--- src/rtl/coef_mul_feeder_pkg.sv ---
// Shared Kyber parameters and the packed payload types carried by the
// coefficient multiplier feeder pipeline.
package coef_mul_feeder_pkg;

    localparam int KYBER_Q = 3329;
    localparam int KYBER_N = 256;
    localparam int COEF_W  = 12;
    localparam int PROD_W  = 24;
    localparam int IDX_W   = 8;

    typedef logic [COEF_W-1:0] coef_t;
    typedef logic [PROD_W-1:0] prod_t;
    typedef logic [IDX_W-1:0]  idx_t;

    // Payload held in the operand stage.
    typedef struct packed {
        idx_t  idx;
        coef_t a;
        coef_t b;
    } s1_t;

    // Payload held in the product stage.
    typedef struct packed {
        logic  last;
        idx_t  idx;
        prod_t prod;
    } s2_t;

    // Exact unreduced product; 4095*4095 still fits in PROD_W bits.
    function automatic prod_t coef_mul(input coef_t a, input coef_t b);
        return prod_t'(a) * prod_t'(b);
    endfunction

endpackage

--- src/rtl/coef_mul_feeder_pipe_stage_reg.sv ---
// One valid/ready register slice. An empty slice always accepts, so bubbles
// collapse; a full slice accepts only when its content leaves this cycle.
module pipe_stage_reg #(
    parameter int W = 8
) (
    input  logic         clk,
    input  logic         rst,
    input  logic         in_valid_i,
    output logic         in_ready_o,
    input  logic [W-1:0] in_data_i,
    output logic         out_valid_o,
    input  logic         out_ready_i,
    output logic [W-1:0] out_data_o
);

    logic         valid_q, valid_d;
    logic [W-1:0] data_q,  data_d;

    assign in_ready_o  = !valid_q || out_ready_i;
    assign out_valid_o = valid_q;
    assign out_data_o  = data_q;

    // Next-state: load when this slice advances, otherwise hold.
    always_comb begin
        // NOTE: defaults first so every path assigns every output; no latch is inferred.
        valid_d = valid_q;
        data_d  = data_q;
        if (in_ready_o) begin
            valid_d = in_valid_i;
            if (in_valid_i) begin
                data_d = in_data_i;
            end
        end
    end

    // Slice register with synchronous reset.
    always_ff @(posedge clk) begin
        // NOTE: non-blocking assignments for all sequential state so every register samples pre-edge values.
        if (rst) begin
            valid_q <= 1'b0;
            // NOTE: the payload is reset too, because the block outputs must read zero while in reset.
            data_q  <= '0;
        end else begin
            valid_q <= valid_d;
            data_q  <= data_d;
        end
    end

endmodule

--- src/rtl/coef_mul_feeder.sv ---
// Feeds coefficient pairs through a two-slice pipeline: operands plus index
// in S1, the full unreduced product plus index/last in S2, ready for the
// q=3329 reduction unit downstream.
module coef_mul_feeder
    import coef_mul_feeder_pkg::*;
#(
    parameter int Q = KYBER_Q,
    parameter int N = KYBER_N
) (
    input  logic              clk,
    input  logic              rst,
    input  logic [COEF_W-1:0] in_a,
    input  logic [COEF_W-1:0] in_b,
    input  logic              in_valid,
    output logic              in_ready,
    output logic [PROD_W-1:0] out_c,
    output logic [IDX_W-1:0]  out_idx,
    output logic              out_last,
    output logic              out_valid,
    input  logic              out_ready,
    output logic              range_err
);

    localparam idx_t              LAST_IDX = IDX_W'(N - 1);
    localparam logic [COEF_W:0]   Q_EXT    = (COEF_W + 1)'(Q);

    s1_t  s1_in, s1_out;
    s2_t  s2_in, s2_out;
    logic s1_ready, s1_valid, s2_ready;
    logic in_fire;

    idx_t idx_q, idx_d;
    logic range_err_q, range_err_d;

    // Nothing is accepted while reset is held.
    assign in_ready = s1_ready && !rst;
    assign in_fire  = in_valid && in_ready;

    assign s1_in = '{idx: idx_q, a: in_a, b: in_b};

    pipe_stage_reg #(.W($bits(s1_t))) u_s1 (
        .clk         (clk),
        .rst         (rst),
        .in_valid_i  (in_valid),
        .in_ready_o  (s1_ready),
        .in_data_i   (s1_in),
        .out_valid_o (s1_valid),
        .out_ready_i (s2_ready),
        .out_data_o  (s1_out)
    );

    // Multiplier sits between the two slices.
    assign s2_in = '{last: (s1_out.idx == LAST_IDX),
                     idx:  s1_out.idx,
                     prod: coef_mul(s1_out.a, s1_out.b)};

    pipe_stage_reg #(.W($bits(s2_t))) u_s2 (
        .clk         (clk),
        .rst         (rst),
        .in_valid_i  (s1_valid),
        .in_ready_o  (s2_ready),
        .in_data_i   (s2_in),
        .out_valid_o (out_valid),
        .out_ready_i (out_ready),
        .out_data_o  (s2_out)
    );

    assign out_c     = s2_out.prod;
    assign out_idx   = s2_out.idx;
    assign out_last  = s2_out.last;
    assign range_err = range_err_q;

    // Index counter wraps at N-1; range flag is sticky until reset.
    always_comb begin
        idx_d       = idx_q;
        range_err_d = range_err_q;
        if (in_fire) begin
            idx_d = (idx_q == LAST_IDX) ? '0 : idx_q + 1'b1;
            if (({1'b0, in_a} >= Q_EXT) || ({1'b0, in_b} >= Q_EXT)) begin
                range_err_d = 1'b1;
            end
        end
    end

    // Index counter and error flag registers.
    always_ff @(posedge clk) begin
        if (rst) begin
            idx_q       <= '0;
            range_err_q <= 1'b0;
        end else begin
            idx_q       <= idx_d;
            range_err_q <= range_err_d;
        end
    end

endmodule

--- config.mk ---
export PLATFORM = sky130hd
export DESIGN_NAME = coef_mul_feeder
export DESIGN_NICKNAME = d
export VERILOG_FILES = /design/src/rtl/coef_mul_feeder_pkg.sv /design/src/rtl/coef_mul_feeder_pipe_stage_reg.sv /design/src/rtl/coef_mul_feeder.sv
export SDC_FILE = /design/constraint.sdc
export NUM_CORES = 1
export LEC_CHECK = 0
export ABC_AREA = 1
export BUFFER_PORTS_ARGS = -buffer_cell sky130_fd_sc_hd__clkbuf_2
export CORE_UTILIZATION = 50
export DETAILED_ROUTE_END_ITERATION = 8
export PLACE_DENSITY = 0.71
export SYNTH_ARGS = -nofsm -noshare
export SYNTH_HDL_FRONTEND = slang
export SYNTH_SLANG_ARGS = --single-unit
--- constraint.sdc ---
create_clock -name clk -period 6.4 [get_ports clk]
set_clock_uncertainty 0.2 [all_clocks]
set_input_delay 1.28 -clock clk [delete_from_list [all_inputs] [get_ports clk]]
set_output_delay 1.28 -clock clk [all_outputs]
set_load 0.01 [all_outputs]
==> results.txt <==
run status = completed
hold path depth = 2
Mean Syn Cell Area = 7.25 um^2
Clock Path Buffers = 2
CP max-delay cell = dfxtp_1
diode count = 0
Rel. slew slack = 0.445
RSZ-0062 raised after global routing = no
Post-CTS Setup Repair Bufs = 0
Seq cells post-synth = 76
number of synthesized flops with an enable pin = 0
Synth Instances = 1093
Overflow after GRT = 0
DR DRC count = 0
CP Max Fanout = 13
vias per cell = 4.95
1st-pass router iterations = 5
Final ANT Viol Nets = 0
PortBufs = 63
Final Hold Viols = 0
clock latency on the worst-skew pair = 350 ps
register area share after synthesis = 0.192
post-layout min period = 5290 ps
final wirelength = 18000 um
Core Area = 0.0153 mm^2
Reg clk slew, reported paths = 70 ps
share of the synthesized area in the top cell type = 0.253
initial antenna violation count = 0
final-stage net count = 1315
Power Density = 188 mW/mm^2
hold_ws = 268 ps
Critical Path Sink Type = register
DR WL/cell = 13.4 um
Initial Utilization = 0.517
reg2reg setup slack = 1110 ps
vias in the first global route = 6518
ys async rst share = 0
worst-path cell chain = nand2_1 -> fa_1 -> fa_1 -> inv_1 -> fa_1 -> fa_1 -> inv_1 -> fa_1 -> inv_1 -> ha_1 -> nand2_1 -> inv_1 -> a21oi_2 -> inv_1 -> a21oi_1 -> nand2_1 -> nand2_1 -> nand3_1 -> nand2_1 -> inv_1
layout cells sized above 1 = 0.0903
Die Y = 128 um
Synth area leaders = fa_1, dfxtp_1, inv_1, nand2_1, ha_1
I/O pin count = 64
Root Driver = clkbuf_16
DIE WIDTH = 128 um
Yosys warnings = 0
fin util = 0.564
Peak VDD IR = 0.205 mV
# hold bufs at CTS = 0
H-tree level count = 3
Synth Cell Area = 0.00792 mm^2
MaxCap Viol Count = 0
Clock Sinks = 76
GPL Wtd Cong = 0.897
most used cell, CP = inv_1
Final period util = 0.826
Reg2Reg Depth = 20
final max-slew violation count = 0
critical path required time = 6440 ps
slowest stage delay, CP = 730 ps
via count = 6627
syn nets = 1284
total negative slack = 0 ps
worst-margin pin slew = 831 ps
die footprint = 0.0163 mm^2
HPWL Detailed = 14000 um
Primary FF master, synth = dfxtp_1
Setup violations, final = 0
Initial DRC Count = 410
leakage = 0.00507 uW
dominant cell type by area after synthesis = fa_1
largest net degree at the start of global routing = 53
Layout area overhead = 9.02%
Std-Cell Rows = 45
CTS tree = built
Worst Setup Path Type = register to register
first-pass GRT wire length = 31300 um
Peak Freq = 0.189 GHz
Total GRT Usage = 0.245
crit path DAT = 5330 ps
critical path launch point type = register
CTS Buf Count = 9
HP Class = register to register
cts repair resizes = 0
Netlist cell types = 34
==> registers in the layout, indices dropped and copies added (netlist names) <==
| signal | cells |
|---|---|
| u_s1.out_valid_o | 1 |
| u_s2.out_data_o | 33 |
| u_s1.out_data_o | 32 |
| u_s2.out_valid_o | 1 |
| range_err | 1 |
| idx_q | 8 |
==> layer usage <==
metal	share of wire	up-vias	GRT usage	wire [um]
met5	0	-	0	0
met4	0.014	0	0.0554	244
met3	0.042	20	0.0330	748
met2	0.48	147	0.410	8550
met1	0.47	3164	0.337	8450
li1	-	3296	-	-
==> stage by stage <==
step	cell area, um^2	total power [uW]	worst slack (ps)	instances
finish	8640	1620	1110	1340
global route	8640	1740	787	1340
detailed placement	8320	1090	1050	1324
global placement	8320	1080	1150	1324
floorplan	7920	941	1540	1093
CTS	8640	1640	1050	1340
==> cell families after synthesis <==
group / Yosys count / synth area share
simple gates: 398 / 0.208
buf+inv: 322 / 0.155
fa+ha+maj: 163 / 0.352
compound gates: 125 / 0.0825
flops: 76 / 0.192
xor+xnor: 9 / 0.00995
==> where the power goes <==
part,switching [uW],total (uW),internal [uW]
clock network,230,543,313
registers,58.8,563,504
logic,320,514,194
total,608,1620,1010
==> final timing paths <==
path | startpoint | endpoint
hold / removal | range_err | range_err
setup / recovery | u_s1.out_data_o[12] | u_s2.out_data_o[17]
setup reg to reg | u_s1.out_data_o[12] | u_s2.out_data_o[17]
hold reg to reg | range_err | range_err
==> Yosys cell counts, types with 3 or more instances <==
library cell and instances:
nand3_1 33, inv_2 3, nor2_1 72, and2_1 3, o21ai_0 52, nand2_2 6
ha_1 63, clkbuf_1 31, dfxtp_1 76, fa_1 100, xnor2_1 3, nand2_1 262
nand3_2 4, inv_1 275, a21oi_1 62, nand4_1 6, o21ai_1 4, buf_2 11
xor2_1 6
==> cells in the final DEF, fill, tap and decap left out, types with 3 or more instances in the layout <==
master     instances
nor2_1            72
clkbuf_2          63
fa_1             100
and2_1             3
o21ai_0           52
xor2_1             6
xnor2_1            3
nand2_1          262
ha_1              63
dfxtp_1           76
nand3_2            4
a21oi_1           62
inv_8              3
nand3_1           33
inv_2              3
inv_1            275
nand2_2            6
o21ai_1            4
clkbuf_16          9
nand4_1            6
==> worst max-delay path, delay by kind of cell, from the launching register on <==
| kind | cells | cell delay, ps |
|---|---|---|
| buf+inv | 6 | 310 |
| fa+ha+maj | 6 | 3000 |
| compound gates | 2 | 330 |
| flops | 1 | 730 |
| simple gates | 6 | 590 |
==> cell type report <==
| cell class | instances | area (um^2) |
|---|---|---|
| sequential | 76 | 1520 |
| inverter | 278 | 1040 |
| clock inverter | 7 | 90.1 |
| fill | 1509 | 6680 |
| timing repair buffer | 64 | 323 |
| multi-input combinational | 695 | 5170 |
| tap | 211 | 264 |
| clock buffer | 9 | 225 |
No activity file was read; power rests on OpenSTA's default activity.
